<file path="config.mk">
export PLATFORM = sky130hd
export DESIGN_NAME = dsd_decim
export DESIGN_NICKNAME = d
export VERILOG_FILES = /design/src/rtl/dsd_decim.sv
export SDC_FILE = /design/constraint.sdc
export NUM_CORES = 1
export LEC_CHECK = 0
export BUFFER_PORTS_ARGS = -buffer_cell sky130_fd_sc_hd__buf_2
export CAP_MARGIN = 20
export CORE_MARGIN = 4
export CORE_UTILIZATION = 56
export CTS_BUF_LIST = sky130_fd_sc_hd__clkbuf_4 sky130_fd_sc_hd__clkbuf_8
export DETAILED_ROUTE_END_ITERATION = 8
export PLACE_DENSITY_LB_ADDON = 0.1
export RECOVER_POWER = 50
export SKIP_LAST_GASP = 1
export SYNTH_ARGS = -nofsm -noshare
export SYNTH_HDL_FRONTEND = slang
export SYNTH_SLANG_ARGS = --single-unit
</file>
<file path="constraint.sdc">
create_clock -name clk -period 6.4 [get_ports clk]
set_input_delay 0.64 -clock clk [delete_from_list [all_inputs] [get_ports clk]]
set_output_delay 0.64 -clock clk [all_outputs]
set_load 0.01 [all_outputs]
</file>
<file path="src/rtl/dsd_decim.sv">
// DSD bitstream to PCM: 3rd-order CIC decimator (R = 2^LOG2R), then rescale and saturate.
// Latency: pcm/pcm_valid register on the decimation strobe edge; valid is high the following cycle.
// No backpressure: one sample per R enabled bit strobes, pcm_valid is a single-cycle pulse.
module dsd_decim #(
    parameter int PCM_QUANT = 16,
    parameter int LOG2R     = 6
) (
    input  logic                        clk,
    input  logic                        rst_n,
    input  logic                        dsd_en,
    input  logic                        dsd,
    output logic signed [PCM_QUANT-1:0] pcm,
    output logic                        pcm_valid,
    output logic                        clip
);

    // Datapath width: three integrator stages of gain R each, plus sign and headroom.
    localparam int W  = 3 * LOG2R + 2;
    localparam int SH = W - 1 - PCM_QUANT;

    generate
        if ((3 * LOG2R + 1 < PCM_QUANT) || (LOG2R < 2)) begin : g_bad_params
            $error("dsd_decim: need 3*LOG2R+1 >= PCM_QUANT and LOG2R >= 2");
        end
    endgenerate

    // Saturation limits expressed at datapath width so compares stay signed.
    localparam logic signed [W-1:0] PMAX = {{(W-PCM_QUANT+1){1'b0}}, {(PCM_QUANT-1){1'b1}}};
    localparam logic signed [W-1:0] PMIN = {{(W-PCM_QUANT+1){1'b1}}, {(PCM_QUANT-1){1'b0}}};

    logic signed [W-1:0]         i1_q, i1_d, i2_q, i2_d, i3_q, i3_d;
    logic signed [W-1:0]         d1_q, d1_d, d2_q, d2_d, d3_q, d3_d;
    logic        [LOG2R-1:0]     cnt_q, cnt_d;
    logic        [1:0]           warm_q, warm_d;
    logic signed [PCM_QUANT-1:0] pcm_q, pcm_d;
    logic                        pcm_valid_q, pcm_valid_d;
    logic                        clip_q, clip_d;

    logic signed [W-1:0]         x, c1, c2, c3, s;
    logic signed [PCM_QUANT-1:0] sat_val;
    logic                        sat_clip;
    logic                        strobe;

    // Next-state: integrators on every enabled bit, combs and output only on the strobe.
    always_comb begin
        i1_d        = i1_q;
        i2_d        = i2_q;
        i3_d        = i3_q;
        d1_d        = d1_q;
        d2_d        = d2_q;
        d3_d        = d3_q;
        cnt_d       = cnt_q;
        warm_d      = warm_q;
        pcm_d       = pcm_q;
        clip_d      = clip_q;
        pcm_valid_d = 1'b0;

        // dsd=1 means a negative sample, matching the modulator polarity.
        x      = dsd ? {W{1'b1}} : {{(W-1){1'b0}}, 1'b1};
        strobe = dsd_en && (cnt_q == {LOG2R{1'b1}});

        // Comb chain on registered integrator output; modular wrap cancels here.
        c1 = i3_q - d1_q;
        c2 = c1 - d2_q;
        c3 = c2 - d3_q;

        // Full scale R^3 lands on 2^(PCM_QUANT-1), so +FS clips and -FS is exact.
        s = c3 >>> SH;
        if (s > PMAX) begin
            sat_val  = PMAX[PCM_QUANT-1:0];
            sat_clip = 1'b1;
        end else if (s < PMIN) begin
            sat_val  = PMIN[PCM_QUANT-1:0];
            sat_clip = 1'b1;
        end else begin
            sat_val  = s[PCM_QUANT-1:0];
            sat_clip = 1'b0;
        end

        if (dsd_en) begin
            i1_d  = i1_q + x;
            i2_d  = i2_q + i1_q;
            i3_d  = i3_q + i2_q;
            cnt_d = cnt_q + LOG2R'(1);
        end

        if (strobe) begin
            d1_d = i3_q;
            d2_d = c1;
            d3_d = c2;
            // First three strobes only prime the comb delays.
            if (warm_q == 2'd3) begin
                pcm_d       = sat_val;
                clip_d      = sat_clip;
                pcm_valid_d = 1'b1;
            end else begin
                warm_d = warm_q + 2'd1;
            end
        end
    end

    // State registers with asynchronous clear.
    always_ff @(posedge clk or negedge rst_n) begin
        if (!rst_n) begin
            i1_q        <= '0;
            i2_q        <= '0;
            i3_q        <= '0;
            d1_q        <= '0;
            d2_q        <= '0;
            d3_q        <= '0;
            cnt_q       <= '0;
            warm_q      <= '0;
            pcm_q       <= '0;
            clip_q      <= 1'b0;
            pcm_valid_q <= 1'b0;
        end else begin
            i1_q        <= i1_d;
            i2_q        <= i2_d;
            i3_q        <= i3_d;
            d1_q        <= d1_d;
            d2_q        <= d2_d;
            d3_q        <= d3_d;
            cnt_q       <= cnt_d;
            warm_q      <= warm_d;
            pcm_q       <= pcm_d;
            clip_q      <= clip_d;
            pcm_valid_q <= pcm_valid_d;
        end
    end

    assign pcm       = pcm_q;
    assign pcm_valid = pcm_valid_q;
    assign clip      = clip_q;

endmodule

</file>
==> Implementation_results.wiki, run 1 <==
{| class="wikitable"
! Metric !! Value
|-
| Largest net degree at the start of global routing || 104
|-
| CTS H-Tree Depth || 4
|-
| Worst setup slack after layout || around 420 ps
|-
| Max-cap viol count || 3
|-
| CP Class || flop to flop
|-
| Fraction of layout cells with a size suffix above 1 || 11.9%
|-
| Post-synth top area share || about a third
|-
| Leading cell types by count after synthesis || 146 x dfrtp_1, 120 x nand2_1, 114 x ha_1
|-
| Remaining DRCs || 0
|-
| Cell chosen for the clock root || clkbuf_8
|-
| Post-synthesis to final-layout area growth || 7.85%
|-
| Fill count || ~1700
|-
| Global-route wire length before repair || approximately 33 mm
|-
| Register bit count reported by yosys || about 150
|-
| Crit Reg-Reg Startpoint || i3_q[0]$_DFFE_PN0P_
|-
| Wirelength, routed || ~19 mm
|-
| DRC marker count from the first detailed-route iteration || 277
|-
| Fmax achieved || 167 MHz
|-
| Min Clock Period, post-route || around 6000 ps
|-
| Relative slew slack || -243%
|-
| Ys flop type || dfrtp_1
|-
| TritonCTS buffer count || 17
|-
| Top Ports || 22
|-
| Cell repeated most along the worst path || ha_1
|-
| Core occupancy in the finished layout || ~61%
|-
| Total GRT Usage || 18.5%
|-
| Deepest clock path buffer count || 2
|-
| Later-pin clock latency in the skew report || approximately 450 ps
|-
| Yosys synthesis warning count || 0
|-
| Number of cell instances on the worst register-to-register path || 30
|-
| Top sig layer || met4
|-
| Synthesized instance count || ~1200
|-
| Last element of the critical path || pcm[4]$_DFFE_PN0P_
|-
| Fin. max-slew vios || around 190
|-
| Effective utilization at floorplan || 56.8%
|-
| Endpoints failing setup || 0
|-
| Required time worst endpoint || 6740 ps
|-
| Worst-margin pin slew || ~5200 ps
|-
| Yosys top cell by area || dfrtp_1
|-
| Post-detailed-route via-to-cell ratio || between 5 and 6
|-
| Nets || between 1000 and 1500
|-
| Worst hold-check path type || flop to flop
|-
| Count of input and output buffers || 21
|-
| Reg clk slew, reported paths || around 80 ps
|-
| Row Count || 50
|-
| Met2 wire length || 9.04 mm
|-
| Mean cell area of the mapped netlist || about 9 sq um
|-
| Capture instance of the worst register-to-register path || pcm[4]$_DFFE_PN0P_
|-
| Worst setup path startpoint || i3_q[0]$_DFFE_PN0P_
|-
| Total number of vias || approximately 8000
|-
| Sum of negative setup slack || 0 ps
|-
| Most repeated cell in the gate-level netlist after synthesis || dfrtp_1
|-
| Post-Syn Nets || approximately 1300
|-
| Placer congestion estimate || 0.830
|-
| CP startpoint kind || flop
|-
| Kind of end point of the critical path || flop
|-
| Part of the Yosys area used for sequential elements || roughly a third
|-
| Metal3 WL || ~310 um
|-
| Antenna violations before repair || 0
|-
| Count of flip-flops with a built-in enable after synthesis || 0
|-
| Area contributors post-synth || dfrtp_1 35%, ha_1 13%, xnor2_1 6.1%, mux2_2 5.0%, o21ai_0 4.4%
|-
| Die height || roughly 150 um
|-
| Setup slack of the most critical reg-to-reg path || about 420 ps
|-
| Clock tree from TritonCTS || done
|-
| Total half-perimeter wirelength after legalization and detailed placement || 14.0 mm
|-
| Unique masters post-synth || 79
|-
| Critical path's largest stage delay || about 400 ps
|-
| Horiz. Die Dim || 145 um
|-
| Clock tree skew after final layout || 18.1 ps
|-
| Overall die area || 21200 sq um
|-
| Outcome || finished with violations
|-
| Violations in the final reports || capacitance limit, slew limit
|-
| Highest net fanout along the worst path || 15
|-
| Slowest stage cell on the critical path || fa_1
|-
| Worst-case setup slack after placement || roughly 85 ps
|-
| Arrival time worst endpoint || between 6000 and 7000 ps
|-
| Number of clock sinks || around 150
|-
| Antenna diode count || 0
|-
| Post-route worst hold slack || between 400 and 500 ps
|-
| ANT nets after route || 0
|-
| Combined area of all synthesized cells || about 11000 sq um
|-
| Area of the placeable core || 18600 sq um
|-
| Count of final hold-check violations || 0
|-
| Routed length on met1 || just under 9 mm
|-
| Number of detailed-routing iterations run before antenna repair || 4
|-
| Via count of the first global-routing pass || 7739
|-
| Average wire per cell in the routed design || about 13 um
|-
| Hold-fix buffers at CTS || 0
|-
| Post-route fraction of the period consumed by the critical path || between 90% and 100%
|-
| Overflow left after global routing || 0
|-
| Asr flop ratio synth || 100%
|}
## metal layers
metal | track usage (%) | vias up
met2 | 33.1 | 68
li1 | - | 4130
met4 | 6.84 | 0
met1 | 22.3 | 3615
met3 | 3.33 | 31
met5 | 0 | -
## worst max-delay path: cells and delay by family, from the launching register on
family	cells	cell delay, ps
and+or+nand+nor	8	1050
DFF	1	350
AOI/OAI and AO/OA	12	2200
adders and majority gates	4	1240
buffers and inverters	2	230
xor gates and xnor gates	4	810
## worst min-delay path by stage
| stage | from | to | slack, ps | depth (start not counted) |
|---|---|---|---|---|
| floorplan | rst_n | clip$_DFFE_PN0P_ | 340 | 0 |
| global placement | d3_q[0]$_DFFE_PN0P_ | d3_q[0]$_DFFE_PN0P_ | 450 | 2 |
| detailed placement | d3_q[0]$_DFFE_PN0P_ | d3_q[0]$_DFFE_PN0P_ | 460 | 2 |
| CTS | rst_n | d3_q[2]$_DFFE_PN0P_ | 300 | 1 |
| global route | d3_q[0]$_DFFE_PN0P_ | d3_q[0]$_DFFE_PN0P_ | 500 | 2 |
| finish | d3_q[0]$_DFFE_PN0P_ | d3_q[0]$_DFFE_PN0P_ | 480 | 2 |
## layout by cell type (no fill, tap or decap), drive strengths merged, types with 22 or more instances in the layout
| cell | netlist | final |
|---|---|---|
| a21oi | 76 | 76 |
| nor3 | 26 | 26 |
| nor2 | 75 | 75 |
| a21o | 22 | 22 |
| clkbuf | 19 | 32 |
| xnor2 | 78 | 78 |
| nand3 | 24 | 24 |
| dfrtp | 146 | 146 |
| o21ai | 110 | 110 |
| nand2 | 120 | 120 |
| inv | 87 | 87 |
| mux2 | 47 | 47 |
| ha | 114 | 114 |
## registers in the layout (all words and copies together), names as in the netlist
register / count
d1_q: 20
d2_q: 20
d3_q: 20
i1_q: 20
i2_q: 20
i3_q: 20
pcm: 16
cnt_q: 6
warm_q: 2
clip: 1
pcm_valid: 1
## stage by stage
stage          std cells  instance area (sq um)
6_report            1426                  11400
3_5_place_dp        1390                  10900
2_1_floorplan       1157                  10600
4_1_cts             1421                  11400
5_1_grt             1426                  11400
3_3_place_gp        1390                  10900
## timing repair
action / CTS / global route
gates resized for setup: 0 / 7
setup buffers: 0 / 5
setup endpoints to repair: 0 / 17
## cell families after synthesis
family	synth area share, %
flops	34.5
buf+inv	4.09
xor+xnor	8.50
mux	5.60
compound gates	18.8
simple gates	14.1
fa+ha+maj	14.4
## cell type report
class / instances / area [sq um] / area share, %
Clock buffer: 22 / 284 / 2.49
Clock inverter: 9 / 155 / 1.36
Inverter: 87 / 327 / 2.86
Multi-Input combinational cell: 898 / 6540 / 57.3
Sequential cell: 146 / 3650 / 32.0
Tap cell: 234 / 293 / 2.56
Timing Repair Buffer: 30 / 168 / 1.47
Power of run 1 is left out: the tool's default activity adds up to more than one toggle a clock period on the data nets, which glitch-free logic cannot reach.
==> run 2, diff against run 1 <==
--- a/config.mk
+++ b/config.mk
@@ -8,7 +8,7 @@
 export BUFFER_PORTS_ARGS = -buffer_cell sky130_fd_sc_hd__buf_2
 export CAP_MARGIN = 20
 export CORE_MARGIN = 4
-export CORE_UTILIZATION = 56
+export CORE_UTILIZATION = 66
 export CTS_BUF_LIST = sky130_fd_sc_hd__clkbuf_4 sky130_fd_sc_hd__clkbuf_8
 export DETAILED_ROUTE_END_ITERATION = 8
 export PLACE_DENSITY_LB_ADDON = 0.1
==> run 2 against run 1 <==
- the flow still finishes with violations (capacitance limit, slew limit)
- via count increased by 2.0%
- sequential share of layout area decreased by 0.087 points
- non-clock buffer count increased by 3
- highest routed layer unchanged
==> Implementation_results.wiki, run 2 (same netlist as run 1, synthesis figures left out) <==
{| class="wikitable"
! Metric !! Value
|-
| Outcome || finished with violations
|-
| Violations in the final reports || capacitance limit, slew limit
|-
| CP Class || flop to flop
|-
| Highest net fanout along the worst path || 15
|-
| Antenna diode count || 0
|-
| Total GRT Usage || 22.8%
|-
| Number of buffer and inverter stages on the critical path || 3
|-
| Endpoints failing setup || 0
|-
| Effective utilization at floorplan || between 60% and 70%
|-
| ANT nets after route || 0
|-
| Number of detailed-routing iterations run before antenna repair || 4
|-
| Post-route worst hold slack || 484 ps
|-
| Remaining DRCs || 0
|-
| Total half-perimeter wirelength after legalization and detailed placement || 14.4 mm
|-
| Clock tree from TritonCTS || done
|-
| Die height || 135 um
|-
| Met1 track demand over resource || between 20 and 30%
|-
| Most common cell after layout, fill and taps aside || dfrtp_1
|-
| Kind of end point of the critical path || flop
|-
| Worst hold-check path type || flop to flop
|-
| Gr busiest metal || met2
|-
| Deepest clock path buffer count || 2
|-
| Number of clock sinks || approximately 150
|-
| Row Count || 46
|-
| Required time worst endpoint || 6790 ps
|-
| Critical path's largest stage delay || between 300 and 400 ps
|-
| Largest net degree at the start of global routing || about 110
|-
| Global-route wire length before repair || around 35 mm
|-
| Post-synthesis to final-layout area growth || 8.14%
|-
| Count of input and output buffers || 21
|-
| Nets || approximately 1300
|-
| Final cell area excluding filler cells || about 11000 sq um
|-
| Average wire per cell in the routed design || between 10 and 15 um
|-
| Later-pin clock latency in the skew report || 460 ps
|-
| Slowest stage cell on the critical path || fa_2
|-
| Antenna violations before repair || 0
|-
| Count of final hold-check violations || 0
|-
| Cell chosen for the clock root || clkbuf_8
|-
| Max-cap viol count || 3
|-
| Area after DPL || approximately 11000 sq um
|-
| Overall die area || ~18000 sq um
|-
| CP startpoint kind || flop
|-
| Cell type group with the largest total delay on the critical path || compound AO/OA/AOI/OAI gates
|-
| Via count of the first global-routing pass || just under 8000
|-
| M3 GR Usage || under 10%
|-
| Placer congestion estimate || approximately 0.84
|-
| Fmax achieved || ~170 MHz
|-
| Area of the placeable core || between 15000 and 20000 sq um
|-
| Leading cell types in the layout, fill and taps excluded || 146 x dfrtp_1, 120 x nand2_1, 114 x ha_1
|-
| Cell repeated most along the worst path || ha_1
|-
| Relative slew slack || -193%
|-
| Clock tree skew after final layout || slightly above 8 ps
|-
| Fin. max-slew vios || between 200 and 250
|-
| Post-detailed-route via-to-cell ratio || ~5.7
|-
| Reg clk slew, reported paths || 80 ps
|-
| Fraction of layout cells with a size suffix above 1 || 11.5%
|-
| Worst-margin pin slew || around 4400 ps
|-
| Met2 global-route usage || between 40% and 50%
|-
| Top Ports || 22
|-
| CTS H-Tree Depth || 4
|-
| Horiz. Die Dim || approximately 130 um
|-
| Post-route fraction of the period consumed by the critical path || a little over nine tenths
|-
| Arrival time worst endpoint || 6430 ps
|-
| TritonCTS buffer count || 17
|-
| Wirelength, routed || around 19 mm
|-
| DRC marker count from the first detailed-route iteration || about 370
|-
| Overflow left after global routing || 0
|-
| Min Clock Period, post-route || 6040 ps
|-
| Total number of vias || roughly 8000
|}
-- run 2: cell count changes in the layout (fill, tap and decap cells not counted), sizes merged --
| cell | previous run | this run |
|---|---|---|
| buf | 20 | 11 |
| bufinv | 4 | 5 |
| clkbuf | 32 | 41 |
| clkinv | 4 | 3 |
| clkinvlp | 1 | 3 |
| inv | 87 | 89 |
-- run 2: through the flow --
step                      util [%]  instances  setup WS [ps]  TNS [ps]
final                         72.3       1412            361         0
after global routing          72.3       1412          -60.5     -60.5
after CTS                     71.8       1404           75.8         0
after detailed placement      68.8       1372            114         0
after global placement        68.8       1372            325         0
after floorplan                  -       1157            897         0
-- run 2: per-layer routing --
layer | wire length (um) | share of wire (%)
met5 | 0 | 0
met4 | 374 | 1.9
met3 | 397 | 2.0
met2 | 9810 | 50
met1 | 8900 | 46
-- run 2: final timing paths --
kind	from	end	slack (ps)	cells past startpoint
max	i3_q[0]$_DFFE_PN0P_	clip$_DFFE_PN0P_	360	31
min	d3_q[0]$_DFFE_PN0P_	d3_q[0]$_DFFE_PN0P_	480	2
max reg2reg	i3_q[0]$_DFFE_PN0P_	clip$_DFFE_PN0P_	360	31
min reg2reg	d3_q[0]$_DFFE_PN0P_	d3_q[0]$_DFFE_PN0P_	480	2
max in group asynchronous	rst_n	i2_q[17]$_DFFE_PN0P_	1470	2
min in group asynchronous	rst_n	warm_q[1]$_DFFE_PN0P_	1720	1
-- run 2: worst reg2reg max path: cells and delay by family, from the launching register on --
| kind | cells | cell delay, ps |
|---|---|---|
| DFF | 1 | 350 |
| buffers and inverters | 3 | 370 |
| xor gates and xnor gates | 4 | 750 |
| adders and majority gates | 4 | 1250 |
| and+or+nand+nor | 9 | 1250 |
| AOI/OAI and AO/OA | 11 | 1980 |
-- run 2: repair_timing --
action / in CTS / in global routing
hold buffers: 0 / 0
gates resized for setup: 0 / 11
endpoints found under the setup margin: 0 / 17
buffers inserted: 0 / 8
-- run 2: layout make-up --
| type | instances | area [sq um] |
|---|---|---|
| multi-input cells | 898 | 6560 |
| flip-flops and latches | 146 | 3650 |
| clock inverters | 13 | 205 |
| fillers | 1225 | 4380 |
| clock buffers | 19 | 262 |
| inverters | 87 | 327 |
| repair buffers | 33 | 176 |
| well taps | 216 | 270 |
Power of run 2 is left out for the same reason.
==> run 3, diff against run 2 <==
--- a/config.mk
+++ b/config.mk
@@ -7,10 +7,11 @@
 export LEC_CHECK = 0
 export BUFFER_PORTS_ARGS = -buffer_cell sky130_fd_sc_hd__buf_2
 export CAP_MARGIN = 20
-export CORE_MARGIN = 4
+export CORE_MARGIN = 1.5
 export CORE_UTILIZATION = 66
 export CTS_BUF_LIST = sky130_fd_sc_hd__clkbuf_4 sky130_fd_sc_hd__clkbuf_8
 export DETAILED_ROUTE_END_ITERATION = 8
+export GPL_TIMING_DRIVEN = 0
 export PLACE_DENSITY_LB_ADDON = 0.1
 export RECOVER_POWER = 50
 export SKIP_LAST_GASP = 1
==> run 3 against run 2 <==
- the flow still finishes with violations (capacitance limit, slew limit)
- final cell count rose by 1.4%
- global-route usage rose by 3.7 points
- critical path depth did not move
- core utilization rose by 0.15 points
- setup slack got worse by 47 ps
- first-iteration DRC count fell by 12%
- worst hold slack got worse by 6.2 ps
- via count rose by 1.6%
- register-to-register slack got worse by 50 ps
- flip-flop and latch count did not move
==> Implementation_results.wiki, run 3 (same netlist as run 1, synthesis figures left out) <==
{| class="wikitable"
! Metric !! Value
|-
| Via count of the first global-routing pass || slightly below 8000
|-
| Average wire per cell in the routed design || ~15 um
|-
| Violations in the final reports || capacitance limit, slew limit
|-
| Overall die area || 16800 sq um
|-
| Cell chosen for the clock root || clkbuf_8
|-
| Outcome || finished with violations
|-
| CP startpoint kind || flop
|-
| Highest net fanout along the worst path || 6
|-
| Worst hold-check path type || flop to flop
|-
| Nets || about 1300
|-
| Clock tree from TritonCTS || done
|-
| Row Count || 46
|-
| Final cell area excluding filler cells || between 10000 and 15000 sq um
|-
| Fill count || about 1300
|-
| Arrival time worst endpoint || 6480 ps
|-
| Number of detailed-routing iterations run before antenna repair || 5
|-
| Fin. max-slew vios || 149
|-
| Post-route fraction of the period consumed by the critical path || about 95%
|-
| Fmax achieved || 164 MHz
|-
| Remaining DRCs || 0
|-
| Total instance count after detailed placement || ~1400
|-
| CP Class || flop to flop
|-
| CTS H-Tree Depth || 4
|-
| Total number of vias || roughly 8100
|-
| Effective utilization at floorplan || 67.1%
|-
| Worst-margin pin slew || 2550 ps
|-
| TritonCTS buffer count || 17
|-
| Post-synthesis to final-layout area growth || 7.97%
|-
| Most common cell after layout, fill and taps aside || dfrtp_1
|-
| Global-route wire length before repair || around 35 mm
|-
| Relative slew slack || -70.0%
|-
| Count of input and output buffers || 20
|-
| Total GRT Usage || 26.4%
|-
| Count of final hold-check violations || 0
|-
| Wirelength, routed || ~21 mm
|-
| Fraction of layout cells with a size suffix above 1 || about an eighth
|-
| Post-detailed-route via-to-cell ratio || 5.68
|-
| Antenna violations before repair || 0
|-
| ANT nets after route || 0
|-
| Area after DPL || around 11000 sq um
|-
| Later-pin clock latency in the skew report || 470 ps
|-
| Reg clk slew, reported paths || roughly 80 ps
|-
| Top Ports || 22
|-
| Max-cap viol count || 2
|-
| Clock tree skew after final layout || between 10 and 15 ps
|-
| Deepest clock path buffer count || 2
|-
| Total half-perimeter wirelength after legalization and detailed placement || around 16 mm
|-
| Antenna diode count || 0
|-
| Multi-input logic area || 6560 sq um
|-
| Largest net degree at the start of global routing || approximately 110
|-
| Cell repeated most along the worst path || ha_1
|-
| Placer congestion estimate || 0.867
|-
| Final std cells w/o fill || around 1400
|-
| Number of clock sinks || around 150
|-
| Leading cell types in the layout, fill and taps excluded || 146 x dfrtp_1, 120 x nand2_1, 114 x ha_1
|-
| Kind of end point of the critical path || flop
|-
| Die height || ~130 um
|-
| Cell type group with the largest total delay on the critical path || compound AO/OA/AOI/OAI gates
|-
| Endpoints failing setup || 0
|-
| Critical path's largest stage delay || 380 ps
|-
| Horiz. Die Dim || 130 um
|-
| Required time worst endpoint || just under 7000 ps
|-
| Slowest stage cell on the critical path || nor4_2
|-
| Number of buffer and inverter stages on the critical path || 3
|-
| DRC marker count from the first detailed-route iteration || about 330
|-
| Area of the placeable core || about 16000 sq um
|-
| Min Clock Period, post-route || ~6100 ps
|-
| Area of all sequential standard cells || between 3000 and 4000 sq um
|-
| Setup slack of the most critical reg-to-reg path || approximately 310 ps
|-
| Overflow left after global routing || 0
|}
-- run 3: path summary, 6_finish.rpt --
path	start	end	cells after the start
worst max-delay path	i3_q[0]$_DFFE_PN0P_	pcm[7]$_DFFE_PN0P_	31
worst min-delay path	pcm[8]$_DFFE_PN0P_	pcm[8]$_DFFE_PN0P_	2
worst max register to register	i3_q[0]$_DFFE_PN0P_	pcm[7]$_DFFE_PN0P_	31
worst min register to register	pcm[8]$_DFFE_PN0P_	pcm[8]$_DFFE_PN0P_	2
max in group asynchronous	rst_n	i1_q[6]$_DFFE_PN0P_	2
min in group asynchronous	rst_n	warm_q[1]$_DFFE_PN0P_	1
-- run 3: routing by layer --
metal  track usage, %  part of all wire [%]  vias up
li1                 -                     -     4167
met1             30.1                    43     3787
met2             49.3                    52      122
met3             4.42                   2.6       55
met4             10.2                   2.9        0
met5                0                     0        -
-- run 3: stage by stage --
step,setup TNS [ps],setup WS [ps],utilization [%],hold slack (ps)
after detailed placement,0,150,69.7,465
after floorplan,0,897,-,344
final,0,314,72.5,478
after global routing,-123,-40.8,72.5,501
after global placement,0,200,69.5,456
after CTS,0,105,72.0,79.4
-- run 3: worst min-delay path: stages (launching register included) --
cell and delay [ps]:
dfrtp_1 340, nand2_1 50, o21ai_1 60
-- run 3: repair_timing --
action                                  4_1_cts  5_1_grt
endpoints found under the setup margin        0       17
hold buffers                                  0        0
buffers inserted                              0        6
resized for setup                             0       12
-- run 3: cell type report --
| cell class | instances | area share (%) |
|---|---|---|
| timing repair buffer | 28 | 1.32 |
| sequential | 146 | 32.0 |
| clock inverter | 10 | 0.755 |
| tap | 216 | 2.36 |
| clock buffer | 20 | 2.41 |
| inverter | 87 | 2.86 |
| buffer | 26 | 0.952 |
| multi-input combinational | 899 | 57.4 |
Power of run 3 is left out for the same reason.
